File: src/rtl/ps2_rx_ctrl.sv
`default_nettype none
// ============================================================================
// Module   : ps2_rx_ctrl
// Purpose  : Sequencer and decoder around a PS/2 byte receiver.
//            - Synchronises the raw PS/2 clock/data lines and produces a
//              one-cycle bit strobe (en) plus the data bit for the receiver.
//            - Tracks frame position (start, 8 data, parity, stop) and runs a
//              watchdog that clears the receiver when a frame stalls.
//            - Folds received bytes (E0 extended / F0 break prefixes) into
//              key events presented on a single-entry valid/ready register.
// Ports    : clk          system clock
//            i_sclr_n     synchronous reset, active-low
//            i_ps2_clk    raw PS/2 clock line (asynchronous)
//            i_ps2_dat    raw PS/2 data line (asynchronous)
//            o_en         one-cycle bit strobe to receiver
//            o_dat        synchronised data bit, valid with o_en
//            o_recv_sclr  synchronous clear to receiver, active-high
//            i_byte_en    receiver byte-valid pulse
//            i_byte       receiver byte
//            o_key_valid  key event available
//            i_key_ready  consumer accepts event
//            o_key_code   scan code
//            o_key_ext    event was E0-prefixed
//            o_key_break  event was F0-prefixed (release)
//            o_timeout    one-cycle pulse on watchdog abort
//            o_overflow   sticky: an event was dropped
// Revision : 1.0 - initial release
// ============================================================================
module ps2_rx_ctrl #(
    parameter int SYNC_STAGES    = 2,
    parameter int TIMEOUT_CYCLES = 10000,
    parameter int CNT_W          = 14
) (
    input  logic       clk,
    input  logic       i_sclr_n,
    input  logic       i_ps2_clk,
    input  logic       i_ps2_dat,
    output logic       o_en,
    output logic       o_dat,
    output logic       o_recv_sclr,
    input  logic       i_byte_en,
    input  logic [7:0] i_byte,
    output logic       o_key_valid,
    input  logic       i_key_ready,
    output logic [7:0] o_key_code,
    output logic       o_key_ext,
    output logic       o_key_break,
    output logic       o_timeout,
    output logic       o_overflow
);

    localparam logic [1:0] ST_IDLE    = 2'd0;
    localparam logic [1:0] ST_EXT     = 2'd1;
    localparam logic [1:0] ST_BRK     = 2'd2;
    localparam logic [1:0] ST_EXT_BRK = 2'd3;

    localparam logic [CNT_W-1:0] WD_LAST = CNT_W'(TIMEOUT_CYCLES - 1);

    // ------------------------------------------------------------------
    // Synchronisers and falling-edge detect
    // ------------------------------------------------------------------
    logic [SYNC_STAGES-1:0] clk_sync;
    logic [SYNC_STAGES-1:0] dat_sync;
    logic [1:0]             clk_hist;
    logic                   dat_hist;
    logic                   ps2_fall;

    // clk_hist delays the synchronised clock once more so the strobe lands
    // SYNC_STAGES+1 cycles after the sampling edge; dat_hist keeps the data
    // bit aligned with that same point.
    assign ps2_fall = clk_hist[1] & ~clk_hist[0];

    always_ff @(posedge clk) begin
        if (!i_sclr_n) begin
            clk_sync <= '1;
            dat_sync <= '1;
            clk_hist <= 2'b11;
            dat_hist <= 1'b1;
            o_en     <= 1'b0;
            o_dat    <= 1'b1;
        end else begin
            clk_sync <= {clk_sync[SYNC_STAGES-2:0], i_ps2_clk};
            dat_sync <= {dat_sync[SYNC_STAGES-2:0], i_ps2_dat};
            clk_hist <= {clk_hist[0], clk_sync[SYNC_STAGES-1]};
            dat_hist <= dat_sync[SYNC_STAGES-1];
            o_en     <= ps2_fall;
            if (ps2_fall) begin
                o_dat <= dat_hist;
            end
        end
    end

    // ------------------------------------------------------------------
    // Frame tracking and watchdog
    // ------------------------------------------------------------------
    logic [3:0]       bit_cnt;
    logic [CNT_W-1:0] wd_cnt;
    logic             abort;

    assign abort       = (bit_cnt != 4'd0) && (wd_cnt == WD_LAST);
    assign o_recv_sclr = ~i_sclr_n | abort;

    always_ff @(posedge clk) begin
        if (!i_sclr_n) begin
            bit_cnt   <= 4'd0;
            wd_cnt    <= '0;
            o_timeout <= 1'b0;
        end else begin
            o_timeout <= abort;

            // Abort outranks a coincident strobe.
            if (abort) begin
                bit_cnt <= 4'd0;
            end else if (o_en) begin
                if (bit_cnt == 4'd0) begin
                    bit_cnt <= o_dat ? 4'd0 : 4'd1;
                end else if (bit_cnt == 4'd10) begin
                    bit_cnt <= 4'd0;
                end else begin
                    bit_cnt <= bit_cnt + 4'd1;
                end
            end

            if (abort || o_en || (bit_cnt == 4'd0)) begin
                wd_cnt <= '0;
            end else begin
                wd_cnt <= wd_cnt + 1'b1;
            end
        end
    end

    // ------------------------------------------------------------------
    // Decoder FSM: state register / next state / outputs
    // ------------------------------------------------------------------
    logic [1:0] state;
    logic [1:0] state_nxt;
    logic       is_prefix;
    logic       is_discard;
    logic       emit;
    logic       ev_ext;
    logic       ev_brk;

    assign is_prefix  = (i_byte == 8'hE0) || (i_byte == 8'hF0);
    assign is_discard = (i_byte == 8'hAA) || (i_byte == 8'hFA) ||
                        (i_byte == 8'hEE) || (i_byte == 8'hFE) ||
                        (i_byte == 8'h00) || (i_byte == 8'hFF);

    always_ff @(posedge clk) begin
        if (!i_sclr_n || abort) begin
            state <= ST_IDLE;
        end else begin
            state <= state_nxt;
        end
    end

    always_comb begin
        state_nxt = state;
        if (i_byte_en) begin
            if (i_byte == 8'hE0) begin
                state_nxt = (state == ST_BRK) ? ST_EXT_BRK : ST_EXT;
            end else if (i_byte == 8'hF0) begin
                if (state == ST_EXT || state == ST_EXT_BRK) begin
                    state_nxt = ST_EXT_BRK;
                end else begin
                    state_nxt = ST_BRK;
                end
            end else if (state == ST_IDLE && is_discard) begin
                state_nxt = ST_IDLE;
            end else begin
                state_nxt = ST_IDLE;
            end
        end
    end

    always_comb begin
        emit   = i_byte_en && !abort && !is_prefix &&
                 !((state == ST_IDLE) && is_discard);
        ev_ext = (state == ST_EXT) || (state == ST_EXT_BRK);
        ev_brk = (state == ST_BRK) || (state == ST_EXT_BRK);
    end

    // ------------------------------------------------------------------
    // Single-entry event register
    // ------------------------------------------------------------------
    always_ff @(posedge clk) begin
        if (!i_sclr_n) begin
            o_key_valid <= 1'b0;
            o_key_code  <= 8'h00;
            o_key_ext   <= 1'b0;
            o_key_break <= 1'b0;
            o_overflow  <= 1'b0;
        end else begin
            if (emit && (!o_key_valid || i_key_ready)) begin
                o_key_valid <= 1'b1;
                o_key_code  <= i_byte;
                o_key_ext   <= ev_ext;
                o_key_break <= ev_brk;
            end else if (emit) begin
                // Entry still held by the consumer: the new event is lost.
                o_overflow <= 1'b1;
            end else if (o_key_valid && i_key_ready) begin
                o_key_valid <= 1'b0;
            end
        end
    end

endmodule
`default_nettype wire

File: config.mk
export PLATFORM = sky130hd
export DESIGN_NAME = ps2_rx_ctrl
export DESIGN_NICKNAME = d
export VERILOG_FILES = /design/src/rtl/ps2_rx_ctrl.sv
export SDC_FILE = /design/constraint.sdc
export NUM_CORES = 1
export LEC_CHECK = 0
export ABC_AREA = 1
export CAP_MARGIN = 20
export CORE_AREA = 2 2 69 71
export DETAILED_ROUTE_END_ITERATION = 6
export DIE_AREA = 0 0 71 73
export GPL_ROUTABILITY_DRIVEN = 0
export GPL_TIMING_DRIVEN = 1
export PLACE_DENSITY = 0.67
export RECOVER_POWER = 50
export SLEW_MARGIN = 20
export SYNTH_ARGS = -nofsm -noshare
export SYNTH_HDL_FRONTEND = slang
export SYNTH_SLANG_ARGS = --single-unit
File: constraint.sdc
create_clock -name clk -period 2.6 [get_ports clk]
set_clock_uncertainty 0.15 [all_clocks]
set_input_delay 0.26 -clock clk [delete_from_list [all_inputs] [get_ports clk]]
set_output_delay 0.26 -clock clk [all_outputs]
set_load 0.02 [all_outputs]
==> out/results.tsv, run 1 <==
metric	value	unit
status	finished, final reports clean	
fin_util	0.518	
die-height	73	um
rr_worst_depth	8	
io_pins	30	
cts.sinks	42	
period_minus_slack	2.26	ns
hold_buffers	0	
grt_max_degree	15	
yosysSeqAreaShare	0.432	
r2r_slack	0.65	ns
ant_nets	0	
r2r_start	bit_cnt[0]$_SDFFE_PP0P_	
drt_iter0_markers	81	
worstSetupPathType	flop to output pin	
cts_buffer_depth	2	
nNetsFinal	319	
synth.most_common_cell	nor2_1	
p_seq_frac	0.550	
hold_viol_final	0	
synthCells	269	
grt_antenna_before_repair	0	
cts_made_buffers	5	
power_frac_clock	0.329	
cp-end-kind	output pin	
grtUsageMet1	0.194	
hpwl	2810	um
busiest_layer	met2	
holdPathStages	1	
p_comb_frac	0.121	
dp_cells	348	
routed_via_density	4.71	
max_freq	442	MHz
grt_pass1_vias	1451	
async_flop_share	0	
routed_wl	3750	um
synth_fp_nets	287	
total_power	0.00123	W
port-buffer-count	29	
setup_tns	0	ns
synth_common_cells	nor2_1 (54), nand2_1 (51), dfxtp_1 (42), inv_1 (30)	
clk_transition_reported_paths	0.08	ns
min_path_type	flop to flop	
relSlewSlack	0.640	
root_buffer	clkbuf_8	
synth_top_area_share	0.432	
start_util	0.429	
yosysTopAreaCell	dfxtp_1	
cp_data_arrival_time	1.85	ns
clk_latency	0.30	ns
ys.flop_type	dfxtp_1	
rsz0062_at_grt	no	
synth_edf_count	0	
firstDrtPassIters	4	
synth.distinct_cells	27	
antenna_cells	0	
drv_slew	0	
worstPathCellList	inv_1 -> ha_1 -> nand3_2 -> nand3_1 -> nor2_1 -> nor2_1 -> inv_1 -> dlymetal6s2s_1	
maxCapViolCount	0	
fp.dieArea	0.00518	mm^2
fin_crit_sh	0.871	
slowest_delay	0.39	ns
critPathLaunchType	flop	
cp_data_required_time	2.19	ns
hp-start	dat_sync[1]$_SDFF_PN1_	
synthToLayoutAreaGrowth	20.7	%
switching_power	0.000311	W
drive_gt1_frac	0.0997	
wire_per_inst	10.6	um
synth.avg_cell_area	7.24	um^2
grtUsageMet3	0.0331	
holdPathEnd	dat_hist$_SDFF_PN1_	
hold_ws	0.263	ns
syn-cell-area	0.00195	mm^2
ys.warnings.count	0	
p_per_area	521	mW/mm^2
grt_pass1_wl	6150	um
worstPathMaxFanout	5	
htreeDepth	2	
route.vias.total	1671	
p_leak	0.984	nW
intPower	0.000914	W
core.rowCount	25	
die_w	71	um
setup_viol	0	
ys_seq_elements	42	
crit_slowest_cell	dfxtp_1	
swShare	0.254	
final_cells	355	
synth_area_leaders	dfxtp_1 (43%), nor2_1 (10%), nand2_1 (9.8%)	
grt_usage	0.152	
cts_tree	done	
tightest_slew	0.541	ns
grt_overflow	0	
vdd_ir_drop_max	0.000272	V
timing.rr.end	wd_cnt[3]$_SDFF_PP0_	
use_met2	0.236	
core	0.00454	mm^2
drc_errors	0	
-- metrics by stage --
stage                     worst slack [ns]  area (um^2)
after global routing                 0.148         2350
after detailed placement             0.373         2280
after CTS                           0.0236         2360
after floorplan                      0.990         1950
after global placement               0.400         2280
final                                0.336         2350
-- worst max path at each step --
| stage | start | end | slack (ns) | depth (start not counted) |
|---|---|---|---|---|
| final | bit_cnt[0]$_SDFFE_PP0P_ | o_recv_sclr | 0.34 | 8 |
| after global placement | bit_cnt[0]$_SDFFE_PP0P_ | o_recv_sclr | 0.40 | 8 |
| after floorplan | bit_cnt[0]$_SDFFE_PP0P_ | o_recv_sclr | 0.99 | 7 |
| after CTS | bit_cnt[0]$_SDFFE_PP0P_ | o_recv_sclr | 0.02 | 8 |
| after global routing | bit_cnt[0]$_SDFFE_PP0P_ | o_recv_sclr | 0.15 | 8 |
| after detailed placement | bit_cnt[0]$_SDFFE_PP0P_ | o_recv_sclr | 0.37 | 8 |
-- routing by layer --
metal  vias up  routed length, um
li1        915                  -
met5         -                  0
met3         8                100
met1       726               1950
met2        22               1600
met4         0                 99
-- flip-flops by register name (all words and copies together), names as in the netlist, 2 cells and up --
| register | flops |
|---|---|
| bit_cnt | 4 |
| clk_hist | 2 |
| clk_sync | 2 |
| dat_sync | 2 |
| o_key_code | 8 |
| state | 2 |
| wd_cnt | 14 |
-- final cells by class --
cell class | count | area [um^2]
clock buffer | 6 | 72.6
clock inverter | 1 | 7.51
tap | 54 | 67.6
sequential | 42 | 841
fill | 465 | 2190
multi-input combinational | 186 | 926
inverter | 34 | 128
timing repair buffer | 32 | 308
-- repair_timing --
action,in CTS,in global routing
buffers inserted,0,0
resized for setup,0,1
endpoints found under the setup margin,0,1
-- critical path, delay by kind of cell, from the launching register on --
| family | cells | cell delay, ns |
|---|---|---|
| adders and majority gates | 1 | 0.22 |
| buffers and inverters | 3 | 0.44 |
| and+or+nand+nor | 4 | 0.50 |
| DFF | 1 | 0.39 |
-- power groups by stage --
stage               Clock, W  Sequential, W  Combinational [W]
floorplan                  0       0.000708          0.0000686
global placement           0       0.000690           0.000155
detailed placement         0       0.000691           0.000156
CTS                 0.000422       0.000675           0.000157
global route        0.000442       0.000678           0.000164
finish              0.000403       0.000674           0.000148
-- logic make-up after synthesis --
logic type,share of synthesized area
and+or+nand+nor,0.388
DFF,0.432
buffers and inverters,0.0874
AOI/OAI and AO/OA,0.0450
xor gates and xnor gates,0.0225
adders and majority gates,0.0257
-- placed cells by master, fill, tap and decap left out --
cell type / Yosys / layout
nor2_1: 54 / 56
o221ai_1: 1 / 1
nand3_2: 2 / 2
dlygate4sd3_1: 0 / 14
clkbuf_1: 3 / 3
clkinvlp_4: 0 / 1
nor3_2: 2 / 2
a21oi_1: 7 / 7
clkbuf_8: 0 / 5
ha_1: 4 / 4
a31oi_1: 1 / 1
o21ai_0: 4 / 4
nand4_1: 14 / 14
nor2_4: 2 / 1
inv_1: 30 / 30
dlymetal6s2s_1: 0 / 1
or2_2: 7 / 7
nor4_1: 1 / 1
buf_4: 0 / 1
a21oi_2: 2 / 2
dfxtp_1: 42 / 42
nand3_1: 14 / 14
nor3_1: 6 / 6
clkdlybuf4s50_1: 0 / 14
nand2_2: 1 / 1
nand2_1: 51 / 51
nor2_2: 5 / 4
xor2_1: 5 / 5
nor3b_1: 3 / 3
inv_2: 4 / 4
No activity file was read; power rests on OpenSTA's default activity.
==> run 2, diff against run 1 <==
--- a/config.mk
+++ b/config.mk
@@ -7,12 +7,14 @@
 export LEC_CHECK = 0
 export ABC_AREA = 1
 export CAP_MARGIN = 20
-export CORE_AREA = 2 2 69 71
+export CELL_PAD_IN_SITES_DETAIL_PLACEMENT = 1
+export CELL_PAD_IN_SITES_GLOBAL_PLACEMENT = 2
+export CORE_AREA = 2 2 81 83
 export DETAILED_ROUTE_END_ITERATION = 6
-export DIE_AREA = 0 0 71 73
+export DIE_AREA = 0 0 83 85
 export GPL_ROUTABILITY_DRIVEN = 0
 export GPL_TIMING_DRIVEN = 1
-export PLACE_DENSITY = 0.67
+export PLACE_DENSITY_LB_ADDON = 0.1
 export RECOVER_POWER = 50
 export SLEW_MARGIN = 20
 export SYNTH_ARGS = -nofsm -noshare
==> run 2 against run 1 <==
Compared with the run above:
- maximum frequency decreased by 3.5%
- global-route usage decreased by 1.4 points
- non-clock buffer count unchanged
- worst hold slack improved by 0.0023 ns
- critical endpoint unchanged
- cell count increased by 6.5%
- wire length increased by 24%
==> out/results.tsv, run 2 (synthesis results as in run 1) <==
metric	value	unit
status	finished, final reports clean	
largest_reg_flops	14	
route.vias.total	1739	
die_w	83	um
worstPathMaxFanout	5	
routed_via_density	4.60	
cp_data_arrival_time	1.94	ns
rsz0062_at_grt	no	
nNetsFinal	319	
vdd_ir_drop_max	0.000281	V
fin_crit_sh	0.902	
critPathLaunchType	flop	
final_cells	378	
use_met2	0.213	
ant_nets	0	
reg_top3	wd_cnt: 14 flops, o_key_code: 8 flops, bit_cnt: 4 flops	
htreeDepth	2	
antenna_cells	0	
clk_transition_reported_paths	0.08	ns
grtUsageMet1	0.197	
die-height	85	um
cts_buffer_depth	2	
cts_made_buffers	5	
hold_viol_final	0	
grt_pass1_wl	8070	um
min_path_type	flop to flop	
busiest_layer	met2	
synthToLayoutAreaGrowth	22.6	%
port-buffer-count	29	
core	0.00620	mm^2
drc_errors	0	
cts.sinks	42	
grtUsageMet3	0.0321	
fp.dieArea	0.00706	mm^2
grt_max_degree	15	
max_freq	426	MHz
setup_viol	0	
drt_iter0_markers	38	
hpwl	3620	um
dp_cells	371	
setup_tns	0	ns
firstDrtPassIters	4	
layout_common_cells	nor2_1 (55), nand2_1 (51), dfxtp_1 (42), inv_1 (30), dlygate4sd3_1 (15)	
grt_usage	0.138	
period_minus_slack	2.35	ns
wire_per_inst	12.3	um
drive_gt1_frac	0.106	
cp_data_required_time	2.19	ns
worstSetupPathType	flop to output pin	
largest_register	wd_cnt	
cts_tree	done	
routed_wl	4670	um
p_per_area	517	mW/mm^2
start_util	0.314	
grt_antenna_before_repair	0	
cp-end-kind	output pin	
final_common_cell	nor2_1	
relSlewSlack	0.661	
drv_slew	0	
clk_latency	0.29	ns
io_pins	30	
tightest_slew	0.504	ns
grt_overflow	0	
root_buffer	clkbuf_8	
grt_pass1_vias	1696	
maxCapViolCount	0	
core.rowCount	29	
p_leak	0.978	nW
post-cts-setup-buffers	0	
[run 2: worst max-delay path, cell delays in order, from the launching register on]
cell and delay [ns]:
dfxtp_1 0.40, inv_1 0.09, ha_1 0.23, nand3_2 0.12
nand3_1 0.13, nor2_4 0.11, nor2_1 0.08, inv_1 0.14
dlygate4sd2_1 0.35
[run 2: cell type report]
cell class | count | area, um^2
Clock buffer | 6 | 72.6
Clock inverter | 1 | 7.51
Multi-Input combinational cell | 186 | 933
Tap cell | 77 | 96.3
Timing Repair Buffer | 32 | 308
Sequential cell | 42 | 841
Inverter | 34 | 128
Fill cell | 783 | 3820
[run 2: metal layers]
| metal | part of all wire | wire length (um) |
|---|---|---|
| met1 | 0.53 | 2490 |
| met5 | 0 | 0 |
| met4 | 0.0086 | 40 |
| met3 | 0.025 | 118 |
| met2 | 0.43 | 2020 |
[run 2: power breakdown]
group | switching [W] | total, W | internal [W]
registers | 0.0000105 | 0.000675 | 0.000664
clock network | 0.000223 | 0.000407 | 0.000184
logic | 0.0000863 | 0.000151 | 0.0000648
[run 2: path summary, 6_finish.rpt]
path	from	to	slack, ns	depth (start not counted)
worst max register to register	bit_cnt[0]$_SDFFE_PP0P_	wd_cnt[10]$_SDFF_PP0_	0.57	8
worst max-delay path	bit_cnt[0]$_SDFFE_PP0P_	o_recv_sclr	0.25	8
worst min register to register	dat_sync[1]$_SDFF_PN1_	dat_hist$_SDFF_PN1_	0.27	1
worst min-delay path	dat_sync[1]$_SDFF_PN1_	dat_hist$_SDFF_PN1_	0.27	1
[run 2: repair_timing]
| item | CTS | global route |
|---|---|---|
| hold buffers | 0 | 0 |
| resized for setup | 1 | 0 |
| setup endpoints to repair | 1 | 0 |
[run 2: metrics by stage]
stage          hold slack (ns)   util  total power (W)  setup slack (ns)  area (um^2)
2_1_floorplan            0.217      -         0.000777             0.990         1950
4_1_cts                  0.271  0.386          0.00127             0.244         2390
5_1_grt                  0.288  0.385          0.00130            0.0431         2390
3_3_place_gp             0.245  0.373         0.000850             0.359         2310
6_report                 0.266  0.385          0.00123             0.255         2390
3_5_place_dp             0.252  0.373         0.000852             0.306         2310
